==> config.mk <==
export PLATFORM = sky130hd
export DESIGN_NAME = cpu_memory_stage
export DESIGN_NICKNAME = d
export VERILOG_FILES = /design/src/rtl/cpu_mem_pkg.sv /design/src/rtl/cpu_mem_load_align.sv /design/src/rtl/cpu_memory_stage.sv
export SDC_FILE = /design/constraint.sdc
export NUM_CORES = 1
export LEC_CHECK = 0
export ABC_AREA = 1
export BUFFER_PORTS_ARGS = -buffer_cell sky130_fd_sc_hd__buf_2
export CAP_MARGIN = 5
export CORE_MARGIN = 3
export CORE_UTILIZATION = 45
export CTS_BUF_LIST = sky130_fd_sc_hd__clkbuf_4 sky130_fd_sc_hd__clkbuf_8
export CTS_CLUSTER_SIZE = 14
export DETAILED_ROUTE_END_ITERATION = 16
export PLACE_DENSITY = 0.78
export SLEW_MARGIN = 15
export SYNTH_ARGS = -nofsm -noshare
export SYNTH_HDL_FRONTEND = slang
export SYNTH_SLANG_ARGS = --single-unit
==> constraint.sdc <==
create_clock -name clk -period 1.6 [get_ports clk]
set_input_delay 0.32 -clock clk [delete_from_list [all_inputs] [get_ports clk]]
set_output_delay 0.32 -clock clk [all_outputs]
set_load 0.01 [all_outputs]
==> src/rtl/cpu_mem_pkg.sv <==
// Shared definitions for the CPU memory stage: opcodes, exception codes,
// FSM encoding and the load/store decode helper.
package cpu_mem_pkg;

  localparam logic [5:0] OP_LB  = 6'h20;
  localparam logic [5:0] OP_LH  = 6'h21;
  localparam logic [5:0] OP_LW  = 6'h23;
  localparam logic [5:0] OP_LBU = 6'h24;
  localparam logic [5:0] OP_LHU = 6'h25;
  localparam logic [5:0] OP_SB  = 6'h28;
  localparam logic [5:0] OP_SH  = 6'h29;
  localparam logic [5:0] OP_SW  = 6'h2B;

  localparam logic [2:0] EXC_NONE  = 3'd0;
  localparam logic [2:0] EXC_OVF   = 3'd1;
  localparam logic [2:0] EXC_ADEL  = 3'd2;
  localparam logic [2:0] EXC_ADES  = 3'd3;
  localparam logic [2:0] EXC_BUSTO = 3'd4;

  localparam logic [1:0] SZ_BYTE = 2'd0;
  localparam logic [1:0] SZ_HALF = 2'd1;
  localparam logic [1:0] SZ_WORD = 2'd2;

  typedef enum logic [1:0] {
    ST_IDLE = 2'd0,
    ST_BUS  = 2'd1,
    ST_DONE = 2'd2
  } state_e;

  typedef struct packed {
    logic       is_load;
    logic       is_store;
    logic [1:0] size;
    logic       sign;
  } memop_t;

  // Classify an opcode as load/store with its access size and signedness.
  function automatic memop_t decode_memop(input logic [5:0] op);
    memop_t m;
    m = '0;
    case (op)
      OP_LB:  begin m.is_load = 1'b1;  m.size = SZ_BYTE; m.sign = 1'b1; end
      OP_LH:  begin m.is_load = 1'b1;  m.size = SZ_HALF; m.sign = 1'b1; end
      OP_LW:  begin m.is_load = 1'b1;  m.size = SZ_WORD; end
      OP_LBU: begin m.is_load = 1'b1;  m.size = SZ_BYTE; end
      OP_LHU: begin m.is_load = 1'b1;  m.size = SZ_HALF; end
      OP_SB:  begin m.is_store = 1'b1; m.size = SZ_BYTE; end
      OP_SH:  begin m.is_store = 1'b1; m.size = SZ_HALF; end
      OP_SW:  begin m.is_store = 1'b1; m.size = SZ_WORD; end
      default: m = '0;
    endcase
    return m;
  endfunction

endpackage

==> src/rtl/cpu_mem_load_align.sv <==
// Load lane selection and sign/zero extension for byte, halfword and word
// loads on a little-endian 32-bit bus.
module cpu_mem_load_align
  import cpu_mem_pkg::*;
(
  input  logic [1:0]  addr_i,
  input  logic [1:0]  size_i,
  input  logic        sign_i,
  input  logic [31:0] rdata_i,
  output logic [31:0] data_o
);

  logic [7:0]  lane_b;
  logic [15:0] lane_h;

  // Pick the addressed lane and extend it to 32 bits.
  always_comb begin
    case (addr_i)
      2'd0:    lane_b = rdata_i[7:0];
      2'd1:    lane_b = rdata_i[15:8];
      2'd2:    lane_b = rdata_i[23:16];
      default: lane_b = rdata_i[31:24];
    endcase
    lane_h = addr_i[1] ? rdata_i[31:16] : rdata_i[15:0];
    case (size_i)
      SZ_BYTE: data_o = sign_i ? {{24{lane_b[7]}}, lane_b} : {24'd0, lane_b};
      SZ_HALF: data_o = sign_i ? {{16{lane_h[15]}}, lane_h} : {16'd0, lane_h};
      default: data_o = rdata_i;
    endcase
  end

endmodule

==> src/rtl/cpu_memory_stage.sv <==
// MIPS memory stage: registers the execute result, runs loads/stores over a
// req/ack bus with timeout, and presents one writeback record per instruction.
module cpu_memory_stage
  import cpu_mem_pkg::*;
#(
  parameter int BUS_TIMEOUT = 255
) (
  input  logic        clk,
  input  logic        rst,
  input  logic        in_valid,
  output logic        in_ready,
  input  logic [31:0] in_inst,
  input  logic [31:0] in_result,
  input  logic [31:0] in_store_data,
  input  logic        in_overflow,
  output logic        out_valid,
  input  logic        out_ready,
  output logic [31:0] out_result,
  output logic        out_wb_en,
  output logic [4:0]  out_wb_reg,
  output logic [2:0]  out_exc,
  output logic        mem_req,
  output logic        mem_we,
  output logic [31:0] mem_addr,
  output logic [3:0]  mem_wstrb,
  output logic [31:0] mem_wdata,
  input  logic        mem_ack,
  input  logic [31:0] mem_rdata
);

  // Count value at which the current BUS cycle is the last one allowed.
  localparam logic [31:0] TO_LAST = 32'(BUS_TIMEOUT - 1);
  localparam logic        TO_EN   = (BUS_TIMEOUT != 0);

  state_e      state_q, state_d;
  logic [31:0] res_q, res_d;
  logic        wb_en_q, wb_en_d;
  logic [4:0]  wb_reg_q, wb_reg_d;
  logic [2:0]  exc_q, exc_d;
  logic [31:0] addr_q, addr_d;
  logic        we_q, we_d;
  logic [3:0]  wstrb_q, wstrb_d;
  logic [31:0] wdata_q, wdata_d;
  logic        ld_q, ld_d;
  logic [1:0]  size_q, size_d;
  logic        sign_q, sign_d;
  logic [31:0] cnt_q, cnt_d;

  memop_t      mop;
  logic        accept;
  logic        misaligned;
  logic        go_bus;
  logic        timeout_hit;
  logic [2:0]  acc_exc;
  logic [4:0]  acc_reg;
  logic        acc_wb_en;
  logic [3:0]  acc_wstrb;
  logic [31:0] acc_wdata;
  logic [31:0] load_val;
  logic        unused_inst_bits;

  assign unused_inst_bits = ^{in_inst[25:21], in_inst[10:0]};

  assign accept      = in_valid && in_ready;
  assign timeout_hit = TO_EN && (cnt_q == TO_LAST);

  cpu_mem_load_align u_load_align (
    .addr_i  (addr_q[1:0]),
    .size_i  (size_q),
    .sign_i  (sign_q),
    .rdata_i (mem_rdata),
    .data_o  (load_val)
  );

  // Decode the incoming instruction into the record it will produce.
  always_comb begin
    mop        = decode_memop(in_inst[31:26]);
    misaligned = ((mop.size == SZ_HALF) && in_result[0]) ||
                 ((mop.size == SZ_WORD) && (in_result[1:0] != 2'd0));
    acc_exc    = EXC_NONE;
    if (in_overflow)
      acc_exc = EXC_OVF;
    else if (mop.is_load && misaligned)
      acc_exc = EXC_ADEL;
    else if (mop.is_store && misaligned)
      acc_exc = EXC_ADES;
    go_bus    = (mop.is_load || mop.is_store) && (acc_exc == EXC_NONE);
    acc_reg   = (in_inst[31:26] == 6'd0) ? in_inst[15:11] : in_inst[20:16];
    acc_wb_en = !mop.is_store && (acc_reg != 5'd0) && (acc_exc == EXC_NONE);
    acc_wstrb = 4'b0000;
    acc_wdata = 32'd0;
    if (mop.is_store) begin
      case (mop.size)
        SZ_BYTE: begin
          acc_wstrb = 4'b0001 << in_result[1:0];
          acc_wdata = {4{in_store_data[7:0]}};
        end
        SZ_HALF: begin
          acc_wstrb = in_result[1] ? 4'b1100 : 4'b0011;
          acc_wdata = {2{in_store_data[15:0]}};
        end
        default: begin
          acc_wstrb = 4'b1111;
          acc_wdata = in_store_data;
        end
      endcase
    end
  end

  // FSM state register.
  always_ff @(posedge clk) begin
    if (rst) state_q <= ST_IDLE;
    else     state_q <= state_d;
  end

  // FSM next state: accept into BUS or DONE, finish bus on ack or timeout.
  always_comb begin
    state_d = state_q;
    case (state_q)
      ST_IDLE: if (accept) state_d = go_bus ? ST_BUS : ST_DONE;
      ST_BUS:  if (mem_ack || timeout_hit) state_d = ST_DONE;
      ST_DONE: if (out_ready) state_d = accept ? (go_bus ? ST_BUS : ST_DONE) : ST_IDLE;
      default: state_d = ST_IDLE;
    endcase
  end

  // FSM outputs; in_ready stays low throughout the reset cycle.
  always_comb begin
    in_ready  = !rst && ((state_q == ST_IDLE) || ((state_q == ST_DONE) && out_ready));
    mem_req   = (state_q == ST_BUS);
    out_valid = (state_q == ST_DONE);
  end

  // Record/bus next values: load on accept, complete or time out in BUS.
  always_comb begin
    res_d    = res_q;
    wb_en_d  = wb_en_q;
    wb_reg_d = wb_reg_q;
    exc_d    = exc_q;
    addr_d   = addr_q;
    we_d     = we_q;
    wstrb_d  = wstrb_q;
    wdata_d  = wdata_q;
    ld_d     = ld_q;
    size_d   = size_q;
    sign_d   = sign_q;
    cnt_d    = cnt_q;
    if (accept) begin
      res_d    = in_result;
      wb_en_d  = acc_wb_en;
      wb_reg_d = acc_reg;
      exc_d    = acc_exc;
      addr_d   = in_result;
      we_d     = mop.is_store;
      wstrb_d  = acc_wstrb;
      wdata_d  = acc_wdata;
      ld_d     = mop.is_load;
      size_d   = mop.size;
      sign_d   = mop.sign;
      cnt_d    = 32'd0;
    end else if (state_q == ST_BUS) begin
      if (mem_ack) begin
        if (ld_q) res_d = load_val;
      end else if (timeout_hit) begin
        exc_d   = EXC_BUSTO;
        wb_en_d = 1'b0;
      end else begin
        cnt_d = cnt_q + 32'd1;
      end
    end
  end

  // Record and bus registers; cleared on reset so all outputs read zero.
  always_ff @(posedge clk) begin
    if (rst) begin
      res_q    <= '0;
      wb_en_q  <= 1'b0;
      wb_reg_q <= '0;
      exc_q    <= EXC_NONE;
      addr_q   <= '0;
      we_q     <= 1'b0;
      wstrb_q  <= '0;
      wdata_q  <= '0;
      ld_q     <= 1'b0;
      size_q   <= SZ_BYTE;
      sign_q   <= 1'b0;
      cnt_q    <= '0;
    end else begin
      res_q    <= res_d;
      wb_en_q  <= wb_en_d;
      wb_reg_q <= wb_reg_d;
      exc_q    <= exc_d;
      addr_q   <= addr_d;
      we_q     <= we_d;
      wstrb_q  <= wstrb_d;
      wdata_q  <= wdata_d;
      ld_q     <= ld_d;
      size_q   <= size_d;
      sign_q   <= sign_d;
      cnt_q    <= cnt_d;
    end
  end

  assign out_result = res_q;
  assign out_wb_en  = wb_en_q;
  assign out_wb_reg = wb_reg_q;
  assign out_exc    = exc_q;
  assign mem_we     = we_q;
  assign mem_addr   = addr_q;
  assign mem_wstrb  = wstrb_q;
  assign mem_wdata  = wdata_q;

endmodule

==> metrics, run 1 <==
outcome completed; Yosys cell types 38; pwr/cell area ~830 nW/um^2; fmax 633 MHz; largest net degree at the start of global routing 29; Worst VDD drop approximately 0.60 mV; Least-Margin Pin Slew roughly 0.38 ns; clk sink count between 100 and 150; Via density between 5 and 6; Post-Synthesis Net Count between 1000 and 1500; vias in the first global route roughly 7700; number of synthesized flops with an enable pin 0; final-report max-slew violation count 0; Routed WL per cell about 15 um; Main synth FF type dfxtp_1; Critical Path RT just under 2 ns; wirelength, routed ~25 mm; number of nets in the layout roughly 1500; Layout Skew just over 0.01 ns; fin crit share a little over nine tenths; post-synthesis sequential area ratio 40.7%; slowest CP cell dfxtp_2; layout cell share with drive strength beyond 1 a little under a third; DRC Markers 0; Hold Violations, Final 0; Critical Path Source Type flip-flop; Max Fanout on Critical Path 4; HP Class input port to flip-flop; Setup TNS Final 0 ns; input/output buffers 230; CTS H-tree depth 4; antenna violations before repair 1; I/O pin count approximately 250; Final Power about 8 mW; CP top delay family simple AND/OR/NAND/NOR gates; Final Core Density between 60% and 70%; Final Critical Period 1.58 ns; Layout area overhead 35.9%; crit-path cells buf_4, ha_1, nand3_2, inv_1, nand2_1, nor2_1, xor2_1, nand2_1, a21oi_1; kind of critical path flip-flop to flip-flop; GRT Util Overall a little over a quarter; crit path capture type flip-flop; worst path bufs/invs 2; first-pass GRT wire length between 30 and 40 mm; total CTS buffers 17; RSZ-0062 raised after global routing true; synthesis-stage register bit count approximately 150; most used cell, CP nand2_1; core area roughly 16000 um^2; Synth warnings 0; initial drt markers roughly 900; Cells after Synth ~1100; via count 8281; final hold slack 0.0813 ns; final antenna-violating net count 0; GRT overflow 0; Clk Latency, worst-skew pair approximately 0.45 ns; worst endpoint data arrival time approximately 2.0 ns; synth cell count leaders 378 x nand2_1, 148 x dfxtp_1, 112 x nor2_1, 109 x inv_1, 77 x a21oi_1; Leakage Power about 4.9 nW; CTS tree built; synth top area cells dfxtp_1 41%, nand2_1 19%, nor2_1 5.8%, inv_1 5.6%, a21oi_1 5.3%; die area ~18000 um^2; Die Y about 130 um; Die Wd 133 um; asr flop ratio synth 0%; Final GP Congestion between 0.9 and 1; Final HPWL DP around 18 mm; setup violators final 0; Rows 45; root buf cell clkbuf_8; Starting Density a little under half; most frequent cell after synthesis nand2_1; CTS clk-pin slew, worst paths about 0.09 ns; Synth area leader dfxtp_1; crit-path max cell delay between 0.3 and 0.4 ns; buffer depth of the longest clock path 2; Max Cap Viol 0; cell area after synthesis ~7300 um^2; First-pass DRT Iterations 5; top cell type's share of synthesized area 40.7%; slew margin rel. approximately 74%; Syn Area/Cell between 6 and 7 um^2
-- area by class of cell --
| cell class | count | area, um^2 |
|---|---|---|
| Fill cell | 1433 | 5640 |
| Multi-Input combinational cell | 795 | 3750 |
| Timing Repair Buffer | 313 | 2000 |
| Inverter | 119 | 449 |
| Antenna cell | 1 | 2.50 |
| Clock buffer | 20 | 275 |
| Tap cell | 211 | 264 |
| Clock inverter | 12 | 166 |
| Sequential cell | 148 | 2990 |
-- logic make-up (layout without fill, tap and decap cells) --
group / Yosys count / count (layout) / share of synthesized area, %
compound gates: 218 / 218 / 17.0
simple gates: 563 / 563 / 31.0
other cells: 0 / 1 / 0
buf+inv: 165 / 464 / 9.53
mux: 4 / 4 / 0.550
xor+xnor: 8 / 8 / 0.962
fa+ha+maj: 2 / 2 / 0.344
flops: 148 / 148 / 40.7
-- metal layers --
metal  share of wire (%)  vias to the layer above  GRT usage, %
li1                    -                     4123             -
met3                 7.6                       65          7.40
met4                 3.2                        0          10.3
met2                  47                      334          43.4
met1                  43                     3759          34.6
met5                   0                        -             0
-- final timing paths --
| path | startpoint | cells past startpoint | to | slack (ns) |
|---|---|---|---|---|
| worst max-delay path | cnt_q[0] | 9 | cnt_q[16] | 0.02 |
| worst min register to register | mem_addr[15] | 2 | mem_addr[15] | 0.45 |
| worst max register to register | cnt_q[0] | 9 | cnt_q[16] | 0.02 |
| worst min-delay path | in_result[4] | 3 | mem_addr[4] | 0.08 |
-- power by group --
group | total, mW | internal (mW) | switching (mW)
clock network | 3.22 | 1.69 | 1.53
logic | 1.08 | 0.448 | 0.634
registers | 3.90 | 3.82 | 0.0815
-- tightest hold or removal path, stage by stage --
cell     delay (ns)
buf_2          0.07
nand2_1        0.06
nand2_1        0.06
-- metrics by stage --
stage / instance area, um^2 / std cells / setup slack, ns
CTS: 9720 / 1615 / 0.00350
finish: 9900 / 1619 / 0.0192
floorplan: 7280 / 1108 / 0.0904
detailed placement: 9160 / 1578 / -0.0136
global placement: 9160 / 1578 / 0.0147
global route: 9900 / 1619 / -0.118
-- layout by cell type, fill, tap and decap left out, types with 6 or more instances in the layout --
cell / instances
buf_4: 62
a31oi_1: 14
dfxtp_1: 130
buf_2: 229
o221ai_1: 6
a21oi_1: 72
o21ai_1: 7
inv_2: 14
clkbuf_8: 20
buf_12: 14
xor2_1: 7
o21ai_0: 76
o211ai_1: 24
dfxtp_2: 16
nand2_1: 375
inv_1: 102
nor2_1: 104
nor3_1: 9
a21oi_2: 9
nand2_2: 6
nand3_1: 29
nor2_2: 16
-- timing repair --
item / 4_1_cts / 5_1_grt
cloned: 1 / 1
endpoints found under the setup margin: 5 / 60
resized for setup: 18 / 54
hold buffers: 0 / 0
buffers inserted: 4 / 3
pin swaps: 2 / 15
(Power assumes the default switching activity.)
==> run 2, diff against run 1 <==
ABC_CLOCK_PERIOD_IN_PS = 1500   (was not set)
PLACE_DENSITY = 0.75   (was 0.78)
clock period = 1.5 ns   (was 1.6 ns; I/O delays follow)
==> metrics, run 2 (synthesis results as in run 1) <==
Leakage Power 5.35 nW (+9.6%); Max Cap Viol 0 (unchanged); most frequent cells in the layout 347 x nand2_1, 226 x buf_2, 136 x dfxtp_1, 119 x buf_4, 98 x inv_1; largest net degree at the start of global routing 31 (+6.9%); Final Core Density 71.9% (+8.2 points); number of diodes 0 (-1); first-pass GRT wire length 38.8 mm (+0.12%); Rows 45 (unchanged); input/output buffers 230 (unchanged); CP top delay family flip-flops; Reg-to-Reg Start mem_addr[1]; CTS clk-pin slew, worst paths 0.08 ns (about the same); RSZ-0062 raised after global routing true; crit-path cells buf_8, mux2i_1, nor2_1, a21oi_1, nand2_1, a21oi_1, nor2_1; final antenna-violating net count 0 (unchanged); Post-CTS Hold Fix Bufs 0 (unchanged); Critical Path RT 1.85 ns (-0.12 ns); CTS tree built; RR Endpoint out_result[8]; failing checks negative setup slack; HP Class input port to flip-flop; worst endpoint data arrival time 1.96 ns (about the same); Starting Density 46.9% (unchanged); First-pass DRT Iterations 5 (unchanged); root buf cell clkbuf_8; Layout area overhead 53.4%; Psw 2.51 mW (+12%); slowest CP cell dfxtp_4; Max Fanout on Critical Path 6 (+2); Placement Setup Slack -0.0958 ns (-0.0822 ns); wirelength, routed 28.1 mm (+14%); Die Wd 133 um (unchanged); Critical Path Source Type flip-flop; vias in the first global route 8010 (+4.1%); Final WS setup -0.105 ns (-0.124 ns); Hold Violations, Final 0 (unchanged); fin crit share 107% (+8.2 points); hold path endpoint mem_addr[11]; Cells after DPL 1637 (+3.7%); Gate power share 15.9% (+2.7 points); DRC Markers 0 (unchanged); crit-path max cell delay 0.46 ns (+0.12 ns); Routed WL per cell 16.6 um (+9.4%); I/O pin count 247 (unchanged); Hold Path Depth 3 (unchanged); buffer depth of the longest clock path 2 (unchanged); Final GP Congestion 0.923 (-3.3%); GRT Util Overall 26.8% (-0.19 points); Layout Skew 0.00987 ns (-0.000377 ns); fmax 623 MHz (-1.5%); most common cell after layout, fill and taps aside nand2_1; worst hold start in_result[11]; Final HPWL DP 18.7 mm (+2.1%); Least-Margin Pin Slew 0.363 ns (-0.0194 ns); die area 17700 um^2 (unchanged); Clock Power Share 37.4% (-1.9 points); final hold slack 0.0663 ns (-0.0149 ns); total CTS buffers 17 (unchanged); outcome complete, but fails checks; Worst VDD drop 0.587 mV (-1.6%); kind of critical path flip-flop to flip-flop; via count 9091 (+9.8%); crit path capture type flip-flop; worst path bufs/invs 1 (-1); Die Y 133 um (unchanged); layout cell share with drive strength beyond 1 40.3% (+10 points); Final Critical Period 1.60 ns (+0.0238 ns); Final Power 8.94 mW (+9.1%); CTS H-tree depth 4 (unchanged); number of nets in the layout 1605 (+4.9%); R2R Setup Slk -0.10 ns (-0.12 ns); initial drt markers 846 (-6.2%); slew margin rel. 75.8% (+1.5 points); setup violators final 50 (+50); reg2reg path depth 7 (-2); GRT overflow 0 (unchanged); Pint 6.43 mW (+7.9%); core area 15500 um^2 (unchanged); antenna violations before repair 1 (unchanged); switching fraction of total power 28.1% (+0.77 points); Via density 5.37 (+5.0%); final-report max-slew violation count 0 (unchanged); sequential power share 46.6% (-0.9 points); clk sink count 148 (unchanged); pwr/cell area 801 nW/um^2 (-3.3%); Clk Latency, worst-skew pair 0.46 ns (about the same); Layout Cells excl Fill 1693 (+4.6%)
run 2: worst max-delay path by stage:
stage                      startpoint             to  slack [ns]  cells after the start
after floorplan              cnt_q[0]      cnt_q[14]        0.02                      8
after global placement      out_ready  mem_wdata[21]       -0.08                     10
after detailed placement  in_inst[29]      out_wb_en        -0.1                      7
after CTS                   cnt_q[15]      cnt_q[16]       -0.04                     11
after global routing      mem_addr[1]  out_result[8]       -0.18                      7
final                     mem_addr[1]  out_result[8]       -0.10                      7
run 2: tightest hold or removal path: stages:
cell	delay, ns
buf_2	0.08
nand2_1	0.06
nand2_1	0.06
run 2: layout make-up:
cell class	instances	area, um^2
repair inverters	1	5.00
clock buffers	20	269
inverters	119	470
multi-input cells	795	4240
clock inverters	12	155
fillers	1159	4370
well taps	211	264
repair buffers	387	2770
flip-flops and latches	148	2990
run 2: repair_timing:
action,in CTS,in global routing
resized for setup,35,199
setup endpoints to repair,57,122
buffers inserted,1,13
pin swaps,7,54
cloned,0,12
run 2: through the flow:
step	cell area, um^2	setup TNS (ns)
after global routing	11200	-6.99
after global placement	9610	-1.48
after detailed placement	9610	-2.00
final	11200	-2.24
after floorplan	7290	0
after CTS	10100	-0.740
run 2: power by group through the flow:
stage | Clock (mW) | Combinational, mW | Sequential, mW
finish | 3.35 | 1.43 | 4.17
global route | 3.53 | 1.52 | 4.18
CTS | 3.34 | 1.14 | 4.16
detailed placement | 0 | 1.12 | 4.24
global placement | 0 | 1.10 | 4.24
floorplan | 0 | 0.494 | 4.30
run 2: routing by layer:
metal | GRT usage [%] | routed length (um) | vias to the layer above
met1 | 33.2 | 10900 | 4140
met5 | 0 | 13 | -
li1 | - | - | 4274
met3 | 6.46 | 2270 | 152
met2 | 44.0 | 13300 | 523
met4 | 12.6 | 1660 | 2
